### src/rtl/cpu_pkg.sv
// rtl/cpu_pkg.sv - shared CPU types and defaults used by the data-memory access controller
package cpu_pkg;

    localparam int DMEM_LATENCY_DEF = 4;
    localparam int DMEM_LAT_CW      = 4;

    typedef enum logic [1:0] {
        DM_IDLE = 2'd0,
        DM_BUSY = 2'd1,
        DM_DONE = 2'd2
    } dmem_state_t;

endpackage

### src/rtl/dmem_lat_cnt.sv
// rtl/dmem_lat_cnt.sv - loadable latency down-counter with zero flag
module dmem_lat_cnt #(
    parameter int W = 4
) (
    input  logic         clk,
    input  logic         rst,
    input  logic         load,
    input  logic [W-1:0] load_val,
    input  logic         dec,
    output logic         zero
);

    logic [W-1:0] cnt_q;

    always_ff @(posedge clk) begin
        if (rst) begin
            cnt_q <= '0;
        end else if (load) begin
            cnt_q <= load_val;
        end else if (dec && (cnt_q != '0)) begin
            cnt_q <= cnt_q - 1'b1;
        end
    end

    assign zero = (cnt_q == '0);

endmodule

### src/rtl/dmem_access_ctrl.sv
// rtl/dmem_access_ctrl.sv - multi-cycle data-memory access sequencer that stalls the pipeline
module dmem_access_ctrl
    import cpu_pkg::*;
#(
    parameter int LATENCY = DMEM_LATENCY_DEF,
    parameter int AW      = 16,
    parameter int DW      = 16
) (
    input  logic          clk,
    input  logic          rst,
    input  logic          req_en,
    input  logic          req_wr,
    input  logic [AW-1:0] req_addr,
    input  logic [DW-1:0] req_wdata,
    output logic          stall,
    output logic [DW-1:0] rdata,
    output logic          rdata_valid,
    output logic          mem_en,
    output logic          mem_wr,
    output logic [AW-1:0] mem_addr,
    output logic [DW-1:0] mem_wdata,
    input  logic [DW-1:0] mem_rdata,
    output logic [15:0]   acc_cnt
);

    localparam logic [DMEM_LAT_CW-1:0] LOAD_VAL = DMEM_LAT_CW'(LATENCY - 1);

    dmem_state_t   state_q, state_d;
    logic          wr_q;
    logic [AW-1:0] addr_q;
    logic [DW-1:0] wdata_q;
    logic [DW-1:0] rdata_q;
    logic [15:0]   acc_q;
    logic          cnt_load;
    logic          cnt_dec;
    logic          cnt_zero;

    dmem_lat_cnt #(
        .W (DMEM_LAT_CW)
    ) u_lat_cnt (
        .clk      (clk),
        .rst      (rst),
        .load     (cnt_load),
        .load_val (LOAD_VAL),
        .dec      (cnt_dec),
        .zero     (cnt_zero)
    );

    always_comb begin
        state_d  = state_q;
        stall    = 1'b0;
        mem_en   = 1'b0;
        cnt_load = 1'b0;
        cnt_dec  = 1'b0;
        case (state_q)
            DM_IDLE: begin
                if (req_en) begin
                    stall    = 1'b1;
                    cnt_load = 1'b1;
                    state_d  = DM_BUSY;
                end
            end
            DM_BUSY: begin
                stall  = 1'b1;
                mem_en = 1'b1;
                if (cnt_zero) begin
                    state_d = DM_DONE;
                end else begin
                    cnt_dec = 1'b1;
                end
            end
            // The instruction in MEM is still the one just served; its req_en is ignored here.
            DM_DONE: begin
                state_d = DM_IDLE;
            end
            default: begin
                state_d = DM_IDLE;
            end
        endcase
    end

    always_ff @(posedge clk) begin
        if (rst) begin
            state_q <= DM_IDLE;
            wr_q    <= 1'b0;
            addr_q  <= '0;
            wdata_q <= '0;
            rdata_q <= '0;
            acc_q   <= '0;
        end else begin
            state_q <= state_d;
            if (cnt_load) begin
                wr_q    <= req_wr;
                addr_q  <= req_addr;
                wdata_q <= req_wdata;
            end
            if ((state_q == DM_BUSY) && cnt_zero) begin
                acc_q <= acc_q + 16'd1;
                if (!wr_q) begin
                    rdata_q <= mem_rdata;
                end
            end
        end
    end

    assign mem_wr      = mem_en & wr_q;
    assign mem_addr    = addr_q;
    assign mem_wdata   = wdata_q;
    assign rdata       = rdata_q;
    assign rdata_valid = (state_q == DM_DONE) & ~wr_q;
    assign acc_cnt     = acc_q;

endmodule

### config.mk
export PLATFORM = sky130hd
export DESIGN_NAME = dmem_access_ctrl
export DESIGN_NICKNAME = d
export VERILOG_FILES = /design/src/rtl/cpu_pkg.sv /design/src/rtl/dmem_lat_cnt.sv /design/src/rtl/dmem_access_ctrl.sv
export SDC_FILE = /design/constraint.sdc
export NUM_CORES = 1
export LEC_CHECK = 0
export ABC_CLOCK_PERIOD_IN_PS = 4700
export BUFFER_PORTS_ARGS = -buffer_cell sky130_fd_sc_hd__buf_2
export CORE_ASPECT_RATIO = 1.4
export CORE_MARGIN = 5
export CORE_UTILIZATION = 50
export CTS_BUF_LIST = sky130_fd_sc_hd__clkbuf_8 sky130_fd_sc_hd__clkbuf_16
export DETAILED_ROUTE_END_ITERATION = 7
export GPL_ROUTABILITY_DRIVEN = 0
export PLACE_DENSITY = 0.84
export SYNTH_ARGS = -nofsm -noshare
export SYNTH_HDL_FRONTEND = slang
export SYNTH_SLANG_ARGS = --single-unit
### constraint.sdc
create_clock -name clk -period 4.7 [get_ports clk]
set_input_delay 0.94 -clock clk [delete_from_list [all_inputs] [get_ports clk]]
set_output_delay 0.94 -clock clk [all_outputs]
set_load 0.05 [all_outputs]
# Yosys cells after proc, flatten, opt, wreduce, memory -nomap -nowiden
# Cells that the tools add are included.
dict set report totals {
  regBits 71
  inputBits 52
  out_inout_bits 68
}
dict set report classes {
  n_eq_ne 4
  reduce_logical 9
  add_sub_neg 2
  n_bitwise 3
  muxes 11
}
# cell n
set op_table {}
lappend op_table {{16-bit by 1-bit adder with 16-bit output (second input constant)} 1}
lappend op_table {{2-bit two-way mux} 4}
lappend op_table {{1-bit two-way mux} 5}
lappend op_table {{4-bit zero test} 1}
lappend op_table {{2-bit != test (second input constant)} 2}
lappend op_table {{2-bit case mux with 2 select lines} 1}
lappend op_table {{2-bit AND reduction} 2}
lappend op_table {{4-bit nonzero test} 1}
lappend op_table {{4-bit by 1-bit subtractor with 4-bit output (second input constant)} 1}
lappend op_table {{1-bit bitwise AND} 2}
lappend op_table {{2-bit by 1-bit equality test with 1-bit output (second input constant)} 1}
lappend op_table {{2-bit equality test (second input constant)} 1}
lappend op_table {{1-bit logical AND} 2}
lappend op_table {{2-bit zero test} 1}
lappend op_table {{1-bit case mux with 2 select lines} 1}
lappend op_table {{2-bit nonzero test} 1}
lappend op_table {{2-bit OR reduction} 1}
lappend op_table {{1-bit NOT} 1}

# Logic depth before layout (Yosys ltp)
# Gate-level depths: netlist (run 1).
dict set report depth {
  ltp_word 6
  mapped_depth 8
}

# Hierarchy
# From an unflattened synthesis (run 1), not the netlist that was laid out.
dict set report unflattened {
  hier_cells 343
  area_unflattened_um2 2786.4
}
# module n_inst area_each_um2 seq_area_each_um2 cells_per_inst
set modules_own_cells {}
lappend modules_own_cells {dmem_access_ctrl 1 2523.7 1341.3 314}
lappend modules_own_cells {dmem_lat_cnt 1 262.8 80.1 29}

# Worst setup path after synthesis (run 1)
# Ideal clock, no wire load.
dict set report synth_timing {
  path_type {input-to-output}
  from {input req_en}
  to {output stall}
  t_arrival_ns 1.758
  slack_ns 2.002
  stages 3
  required_time_ns 3.760
  path_buffers 1
  path_cell_list {nand2_1 clkbuf_1 nand2_1}
}
dict set report synth_between {
  elab_chain_len 2
}
# element line_no
set synth_lines {}
lappend synth_lines {{from (decl)} dmem_access_ctrl.sv:11} ;# input logic req_en,
lappend synth_lines {{1-bit two-way mux} dmem_access_ctrl.sv:57} ;# if (req_en) begin
lappend synth_lines {{1-bit case mux with 2 select lines} dmem_access_ctrl.sv:55} ;# case (state_q)
lappend synth_lines {{to (decl)} dmem_access_ctrl.sv:15} ;# output logic stall,
# Every way passes these cells.

# Worst setup path after layout (run 1)
dict set report layout_timing {
  from {register state_q[1]}
  to {output mem_wr}
}
dict set report layout_between {
  elab_chain_len 3
}
# element line_no
set layout_lines {}
lappend layout_lines {{from (decl)} dmem_access_ctrl.sv:28} ;# dmem_state_t state_q, state_d;
lappend layout_lines {{from (signal assigned)} dmem_access_ctrl.sv:91} ;# state_q <= state_d;
lappend layout_lines {{2-bit by 1-bit equality test with 1-bit output} dmem_access_ctrl.sv:55}
lappend layout_lines {{1-bit two-way mux} dmem_access_ctrl.sv:55}
lappend layout_lines {{1-bit bitwise AND} dmem_access_ctrl.sv:106} ;# assign mem_wr = mem_en & wr_q;
lappend layout_lines {{to (decl)} dmem_access_ctrl.sv:19} ;# output logic mem_wr,
# Every way passes these cells.

==> qor.yml, run 1 <==
netlist_area_um2: 2681
wl_per_cell_um: 12.34
hold_path.startpoint: "mem_addr[11]$_SDFFE_PP0P_"
worstPathCellList: "nand2b_1 > clkinv_1 > and2_1 > buf_2"
ys_seq_elements: 71
crit_type: "flop to output port"
hold_viol_final: 0
rrSetupSlack_ns: 2.34
grt_pass1_wl_mm: 10.58
yosys_warnings: 0
clockBufferDepth: 2
power.leakage_nw: 1.567
whs_ns: 0.4518
worst_pin_slew_ns: 1.226
grt.total_usage_pct: 18.85
firstDrtPassIters: 4
min_to: "mem_addr[11]$_SDFFE_PP0P_"
async_flop_share_pct: 0
ys.flop_type: "dfxtp_1"
vias: 2578
clock-root-buffer: "clkbuf_8"
io_buffer_count: 119
grt_pass1_vias: 2470
start_util_pct: 51.59
fillCellCount: 470
clock_sinks: 71
vdd_drop_max_mv: 0.3474
slew_viol_final: 0
wirelength_mm: 6.356
grt_max_degree: 72
fmax_mhz: 383.3
maxCapViolCount: 0
rows: 31
setup_viol: 0
skew_ns: 0.009392
drcViolationCount: 0
worst_ep_arrival_time_ns: 1.67
status: "finished clean"
post-route-min-period_ns: 2.609
hpwl_mm: 4.631
cts_resized: 0
vias_per_cell: 5.006
cp_max_fo: 10
cp-end-kind: "output port"
die_w_um: 71.89
relSlewSlack_pct: 18.24
synth_nets: 388
rr_worst_depth: 6
r2r_end: "acc_cnt[11]$_SDFFE_PP0P_"
first_iter_violations: 109
rsz0062_at_grt: "no"
cp_slowest_stage_delay_ns: 0.38
ant_nets: 0
h-tree-depth: 3
power_mw: 1.371
die_area_um2: 6948
slowest_stage: "dfxtp_1"
coreArea_um2: 5197
antenna_found_initial: 0
p_per_area_nw_per_um2: 393.7
setup_slack_ns: 2.091
diodes: 0
r2r-start: "u_lat_cnt.cnt_q[0]$_SDFFE_PP0P_"
cts_setup_buffers: 0
dieHeight_um: 96.65
syn2layout_area_growth_pct: 29.86
hold_path_depth: 2
dp_slack_ns: 2.335
path_clk_slew_ns: 0.07
worst_setup_path_start_kind: "flop"
layoutNonFillerInstCount: 515
clkLatencyLatePin_ns: 0.33
syn_inst: 334
gr-total-overflow: 0
cts_tree: "yes"
min_period_over_period_pct: 55.51
drive_above_1_share_pct: 30.51
tns_ns: 0
ys_types: 28
ys_seq_area_share_pct: 53.01
final_nets: 499
synth_edf_count: 0
worstHoldPathType: "flop to flop"
hold_buffers: 0
dpl.cell_count: 500
numCtsBuffers: 9
io_pins: 120
syn_area_per_cell_um2: 8.028
worst_ep_required_time_ns: 3.76
==> synth_stat cells, drive strengths merged, types with 2 or more instances <==
master	count	area share (%)
dfxtp	71	53
nand4b	2	0.65
nor3	4	0.75
or3	9	2.1
inv	3	0.42
nor3b	2	0.56
clkbuf	20	2.8
nand4	3	0.70
xnor2	5	1.6
xor2	5	1.6
ha	2	0.93
and2	3	0.70
nand2	109	15
nor2	11	1.5
nand3	6	1.1
and4	2	0.65
a21oi	61	11
o21ai	7	1.3
==> registers in the layout, summed over array words and instances, names as in the netlist <==
register	count
acc_cnt	16
mem_addr	16
mem_wdata	16
rdata	16
u_lat_cnt.cnt_q	4
state_q	2
wr_q	1
==> metal layers <==
layer  up-vias  share of wire [%]  wire length [um]  GRT usage (%)
met5         -                  0                 0              0
met1      1154                 39              2457          19.75
met2        82                 51              3261          32.58
met4         0                1.2                74          7.670
met3         6                8.8               562          7.780
li1       1336                  -                 -              -
==> stage by stage <==
step	area, um2	utilization, %
6_report	3482	67.00
5_1_grt	3482	67.00
4_1_cts	3482	67.00
3_5_place_dp	3296	63.41
3_3_place_gp	3296	63.41
2_1_floorplan	2681	-
==> cell usage in the layout (no fill, tap or decap), drive strengths merged <==
cell type / netlist / layout
nand3: 6 / 6
nor4: 1 / 1
nand4bb: 1 / 1
bufinv: 0 / 1
nor3: 4 / 4
and2: 3 / 3
a211oi: 1 / 1
clkinv: 1 / 6
inv: 3 / 3
buf: 0 / 120
ha: 2 / 2
and4: 2 / 2
o21ai: 7 / 7
nand4b: 2 / 2
a21oi: 61 / 61
or3: 9 / 9
nand2: 109 / 109
nor2: 11 / 11
nor3b: 2 / 2
and4b: 1 / 1
dfxtp: 71 / 71
nand4: 3 / 3
xor2: 5 / 5
nand2b: 1 / 1
or4b: 1 / 1
xnor2: 5 / 5
or3b: 1 / 1
nor4b: 1 / 1
clkbuf: 20 / 9
==> cell families after synthesis <==
logic type      synth area share, %
compound gates                12.97
simple gates                  26.41
buf+inv                       3.406
xor+xnor                      3.266
flops                         53.01
fa+ha+maj                    0.9331
==> worst max path at each step <==
stage	from	end	slack, ns	cells past startpoint
after floorplan	req_en	stall	2.00	3
after global placement	req_en	stall	2.37	4
after detailed placement	req_en	mem_wdata[13]$_SDFFE_PP0P_	2.33	4
after CTS	state_q[1]$_SDFFE_PP0P_	mem_wr	2.05	4
after global routing	state_q[1]$_SDFFE_PP0P_	mem_wr	1.93	4
final	state_q[1]$_SDFFE_PP0P_	mem_wr	2.09	4
==> final cells by class <==
type,instances,area (um2),area share [%]
Inverter,4,15.01,0.4312
Sequential cell,71,1421,40.82
Multi-Input combinational cell,239,1174,33.70
Tap cell,66,82.58,2.372
Clock inverter,6,62.56,1.797
Timing Repair Buffer,120,603.1,17.32
Clock buffer,9,123.9,3.557
==> report_power, final <==
part / internal, mW / leakage, nW / switching, mW / total (mW)
clock: 0.241 / 0.0988 / 0.212 / 0.453
sequential: 0.635 / 0.579 / 0.0172 / 0.652
combinational: 0.0694 / 0.889 / 0.197 / 0.266
total: 0.945 / 1.57 / 0.426 / 1.37
==> worst max-delay path: cells and delay by family, from the launching register on <==
family	cells	cell delay [ns]
buf+inv	2	0.48
flops	1	0.38
simple gates	2	0.48
No activity file was read; power rests on OpenSTA's default activity.
==> inputs of run 2 (changes only) <==
--- a/config.mk
+++ b/config.mk
@@ -5,15 +5,15 @@
 export SDC_FILE = /design/constraint.sdc
 export NUM_CORES = 1
 export LEC_CHECK = 0
-export ABC_CLOCK_PERIOD_IN_PS = 4700
+export ABC_CLOCK_PERIOD_IN_PS = 2600
 export BUFFER_PORTS_ARGS = -buffer_cell sky130_fd_sc_hd__buf_2
 export CORE_ASPECT_RATIO = 1.4
 export CORE_MARGIN = 5
-export CORE_UTILIZATION = 50
+export CORE_UTILIZATION = 46
 export CTS_BUF_LIST = sky130_fd_sc_hd__clkbuf_8 sky130_fd_sc_hd__clkbuf_16
 export DETAILED_ROUTE_END_ITERATION = 7
 export GPL_ROUTABILITY_DRIVEN = 0
-export PLACE_DENSITY = 0.84
+export PLACE_DENSITY = 0.78
 export SYNTH_ARGS = -nofsm -noshare
 export SYNTH_HDL_FRONTEND = slang
 export SYNTH_SLANG_ARGS = --single-unit
==> constraint.sdc (replaced) <==
create_clock -name clk -period 2.6 [get_ports clk]
set_input_delay 0.52 -clock clk [delete_from_list [all_inputs] [get_ports clk]]
set_output_delay 0.52 -clock clk [all_outputs]
set_load 0.05 [all_outputs]
==> qor.yml, run 2 (synthesis gave the netlist of run 1 again) <==
status: "finished clean"
drcViolationCount: 0
worst_ep_required_time_ns: 2.87
vias_per_cell: 4.914
fmax_mhz: 429.6
clock-root-buffer: "clkbuf_8"
fillCellCount: 534
start_util_pct: 46.39
hold_buffers: 0
h-tree-depth: 3
final_area_um2: 3540
final_nets: 503
multi_input_area_um2: 1174
p_per_area_nw_per_um2: 713.4
regArea_um2: 1421
coreArea_um2: 5781
io_pins: 120
worst_setup_path_start_kind: "flop"
p_int_mw: 1.724
maxCapViolCount: 0
relSlewSlack_pct: 54.34
crit_type: "flop to flop"
clkLatencyLatePin_ns: 0.33
min_period_over_period_pct: 89.54
switching_share_pct: 31.75
ant_nets: 0
io_buffer_count: 119
tns_ns: 0
post-route-min-period_ns: 2.328
p_clk_share_pct: 34.0
wl_per_cell_um: 12.29
combPwrFrac_pct: 19.3
slew_viol_final: 0
seq_power_share_pct: 46.7
rsz0062_at_grt: "no"
vdd_drop_max_mv: 0.5941
cp_max_fo: 10
layoutNonFillerInstCount: 524
dpl.cell_count: 508
worst_ep_arrival_time_ns: 2.59
wirelength_mm: 6.441
cp_slowest_stage_delay_ns: 0.67
drive_above_1_share_pct: 31.28
antenna_found_initial: 0
clock_sinks: 71
clockBufferDepth: 2
first_iter_violations: 104
grt_pass1_vias: 2480
hpwl_mm: 4.657
grt_max_degree: 46
postPlaceCellArea_um2: 3343
cts_tree: "yes"
cts_resized: 0
worst_pin_slew_ns: 0.6835
grt.total_usage_pct: 17.72
vias: 2575
mostFrequentLayoutCell: "buf_2"
dieHeight_um: 100.3
hold_viol_final: 0
syn2layout_area_growth_pct: 32.01
whs_ns: 0.4186
p_sw_mw: 0.8018
numCtsBuffers: 9
rows: 33
diodes: 0
skew_ns: 0.004559
die_area_um2: 7477
grt_pass1_wl_mm: 10.55
cp-end-kind: "flop"
worstPathCellList: "inv_1 > ha_1 > or3b_4 > or4b_1 > or3_1 > a21oi_1"
firstDrtPassIters: 4
final_cell_mix: "buf_2 (119), nand2_1 (109), dfxtp_1 (71), a21oi_1 (61), nor2_1 (11)"
cts_setup_buffers: 0
gr-total-overflow: 0
setup_viol: 0
power.leakage_nw: 1.589
path_clk_slew_ns: 0.08
worstHoldPathType: "primary input to flop"
slowest_stage: "or4b_1"
die_w_um: 74.53
==> run 2: cell types whose count changed in the layout (fill, tap and decap cells not counted) <==
| cell | before | now |
|---|---|---|
| buf_12 | 0 | 1 |
| buf_4 | 1 | 4 |
| clkinv_2 | 3 | 2 |
| clkinv_4 | 2 | 1 |
| clkinvlp_4 | 0 | 2 |
| inv_6 | 0 | 1 |
==> run 2: layout make-up <==
cell class | instances | area share (%)
clock buffer | 9 | 3.499
multi-input combinational | 239 | 33.16
timing repair buffer | 124 | 18.24
inverter | 4 | 0.4242
sequential | 71 | 40.16
clock inverter | 7 | 2.050
tap | 70 | 2.474
==> run 2: path summary, 6_finish.rpt <==
kind / from / end / slack [ns] / cells after the start
worst max-delay path: u_lat_cnt.cnt_q[0]$_SDFFE_PP0P_ / acc_cnt[15]$_SDFFE_PP0P_ / 0.27 / 6
worst min-delay path: req_wdata[9] / mem_wdata[9]$_SDFFE_PP0P_ / 0.42 / 3
worst max register to register: u_lat_cnt.cnt_q[0]$_SDFFE_PP0P_ / acc_cnt[15]$_SDFFE_PP0P_ / 0.27 / 6
worst min register to register: mem_addr[10]$_SDFFE_PP0P_ / mem_addr[10]$_SDFFE_PP0P_ / 0.45 / 2
==> run 2: metal layers <==
layer / routed length [um] / track usage (%)
met5: 0 / 0
met4: 61 / 5.342
met3: 558 / 7.214
met2: 3221 / 29.38
met1: 2600 / 20.66
==> run 2: metrics by stage <==
stage	power (mW)	setup slack, ns	util (%)
finish	2.525	0.2721	61.23
detailed placement	1.697	0.2811	57.84
floorplan	1.557	0.4510	-
global placement	1.688	0.3790	57.84
global route	2.662	0.1567	61.23
CTS	2.563	0.2645	61.23
==> run 2: power groups by stage <==
stage,Combinational (mW),Sequential (mW),Clock [mW]
after floorplan,0.179,1.38,0
after global routing,0.533,1.19,0.944
after detailed placement,0.493,1.20,0
final,0.488,1.18,0.858
after CTS,0.494,1.18,0.890
after global placement,0.487,1.20,0
==> run 2: critical path: cells and delay by family, from the launching register on <==
| family | cells | cell delay, ns |
|---|---|---|
| fa+ha+maj | 1 | 0.22 |
| buf+inv | 1 | 0.10 |
| simple gates | 3 | 1.50 |
| flops | 1 | 0.32 |
| compound gates | 1 | 0.14 |
==> inputs of run 3 (changes only) <==
--- a/config.mk
+++ b/config.mk
@@ -7,13 +7,15 @@
 export LEC_CHECK = 0
 export ABC_CLOCK_PERIOD_IN_PS = 2600
 export BUFFER_PORTS_ARGS = -buffer_cell sky130_fd_sc_hd__buf_2
+export CELL_PAD_IN_SITES_DETAIL_PLACEMENT = 1
+export CELL_PAD_IN_SITES_GLOBAL_PLACEMENT = 1
 export CORE_ASPECT_RATIO = 1.4
 export CORE_MARGIN = 5
-export CORE_UTILIZATION = 46
+export CORE_UTILIZATION = 32
 export CTS_BUF_LIST = sky130_fd_sc_hd__clkbuf_8 sky130_fd_sc_hd__clkbuf_16
 export DETAILED_ROUTE_END_ITERATION = 7
 export GPL_ROUTABILITY_DRIVEN = 0
-export PLACE_DENSITY = 0.78
+export PLACE_DENSITY_LB_ADDON = 0.1
 export SYNTH_ARGS = -nofsm -noshare
 export SYNTH_HDL_FRONTEND = slang
 export SYNTH_SLANG_ARGS = --single-unit
==> qor.yml, run 3 (synthesis gave the netlist of run 1 again) <==
status: "finished clean"
clock-root-buffer: "clkbuf_16"
crit_family: "simple AND/OR/NAND/NOR gates"
rr_worst_depth: 6
cp_slowest_stage_delay_ns: 0.68
slew_viol_final: 0
cts_setup_buffers: 0
grt_pass1_wl_mm: 12.83
first_iter_violations: 75
tns_ns: 0
gr-total-overflow: 0
antenna_found_initial: 0
hpwl_mm: 5.632
vias: 2651
vias_per_cell: 4.742
maxCapViolCount: 0
r2r-start: "u_lat_cnt.cnt_q[0]$_SDFFE_PP0P_"
power_mw: 3.108
post-route-min-period_ns: 2.331
start_util_pct: 32.71
clock_sinks: 71
grt.met2_usage_pct: 25.99
met3_usage_pct: 6.541
h-tree-depth: 3
skew_ns: 0.006701
final_cell_mix: "buf_2 (119), nand2_1 (109), dfxtp_1 (71), a21oi_1 (61), nor2_1 (11)"
rrSetupSlack_ns: 0.27
globalRouteMet1Util_pct: 17.17
worst_ep_required_time_ns: 2.86
die_area_um2: 10340
path_clk_slew_ns: 0.06
fmax_mhz: 429.0
coreArea_um2: 8198
crit_type: "flop to flop"
rows: 39
slowest_stage: "or4b_1"
cts_tree: "yes"
wirelength_mm: 7.908
min_period_over_period_pct: 89.66
worstHoldPathType: "primary input to flop"
diodes: 0
grt_pass1_vias: 2673
cts_resized: 0
dieHeight_um: 118.3
setup_viol: 0
relSlewSlack_pct: 50.56
numCtsBuffers: 9
hold_buffers: 0
final_util_pct: 45.62
firstDrtPassIters: 4
cp_num_cells: 6
drive_above_1_share_pct: 31.73
rsz0062_at_grt: "no"
mostFrequentLayoutCell: "buf_2"
layoutNonFillerInstCount: 559
drcViolationCount: 0
dpl.cell_count: 543
vdd_drop_max_mv: 0.4585
clkLatencyLatePin_ns: 0.33
cp-end-kind: "flop"
grt.total_usage_pct: 15.59
syn2layout_area_growth_pct: 39.48
r2r_end: "acc_cnt[15]$_SDFFE_PP0P_"
hold_path.startpoint: "req_addr[15]"
die_w_um: 87.37
clockBufferDepth: 2
grt_max_degree: 37
final_nets: 506
fillCellCount: 1035
power.leakage_nw: 1.672
crit_path_end: "acc_cnt[15]$_SDFFE_PP0P_"
grt.busiest_layer: "met2"
whs_ns: 0.4196
wl_per_cell_um: 14.15
worst_pin_slew_ns: 0.7400
io_pins: 120
crit_buf_inv: 1
worstPathCellList: "inv_1 > ha_1 > or3b_4 > or4b_1 > or3_1 > a21oi_1"
hold_viol_final: 0
cp_max_fo: 10
io_buffer_count: 119
p_per_area_nw_per_um2: 831.0
worst_setup_path_start_kind: "flop"
worst_ep_arrival_time_ns: 2.59
ant_nets: 0
setup.worst_path.start: "u_lat_cnt.cnt_q[0]$_SDFFE_PP0P_"
run 3: worst register-to-register path, cell delays in order, from the launching register on:
cell and delay, ns:
dfxtp_1 0.31, inv_1 0.08, ha_1 0.22, or3b_4 0.43
or4b_1 0.68, or3_1 0.39, a21oi_1 0.15
run 3: worst min path at each step:
stage,slack [ns],endpoint,cells past startpoint
floorplan,0.47,wr_q$_SDFFE_PP0P_,2
global placement,0.44,mem_addr[1]$_SDFFE_PP0P_,2
detailed placement,0.45,mem_addr[0]$_SDFFE_PP0P_,2
CTS,0.41,mem_wdata[8]$_SDFFE_PP0P_,3
global route,0.41,rdata[2]$_SDFFE_PP0P_,3
finish,0.42,mem_addr[15]$_SDFFE_PP0P_,3
run 3: where the power goes:
group / switching, mW / internal (mW) / total [mW]
Combinational: 0.365 / 0.135 / 0.500
Clock: 0.468 / 0.959 / 1.43
Sequential: 0.0323 / 1.15 / 1.18
run 3: final cells by class:
class	instances	area [um2]	area share (%)
Sequential cell	71	1421	38.01
Multi-Input combinational cell	239	1174	31.38
Timing Repair Buffer	127	655.6	17.53
Clock buffer	10	239.0	6.390
Tap cell	102	127.6	3.412
Clock inverter	6	107.6	2.877
Inverter	4	15.01	0.4015
run 3: routing by layer:
| layer | wire length (um) | vias up | share of wire, % |
|---|---|---|---|
| met5 | 0 | - | 0 |
| met4 | 142 | 0 | 1.8 |
| met3 | 692 | 11 | 8.8 |
| met2 | 3882 | 74 | 49 |
| met1 | 3190 | 1220 | 40 |
| li1 | - | 1346 | - |
run 3: stage by stage:
step | setup slack, ns | area [um2]
2_1_floorplan | 0.4510 | 2681
3_3_place_gp | 0.3505 | 3393
3_5_place_dp | 0.2823 | 3393
4_1_cts | 0.2633 | 3740
5_1_grt | 0.1469 | 3740
6_report | 0.2687 | 3740
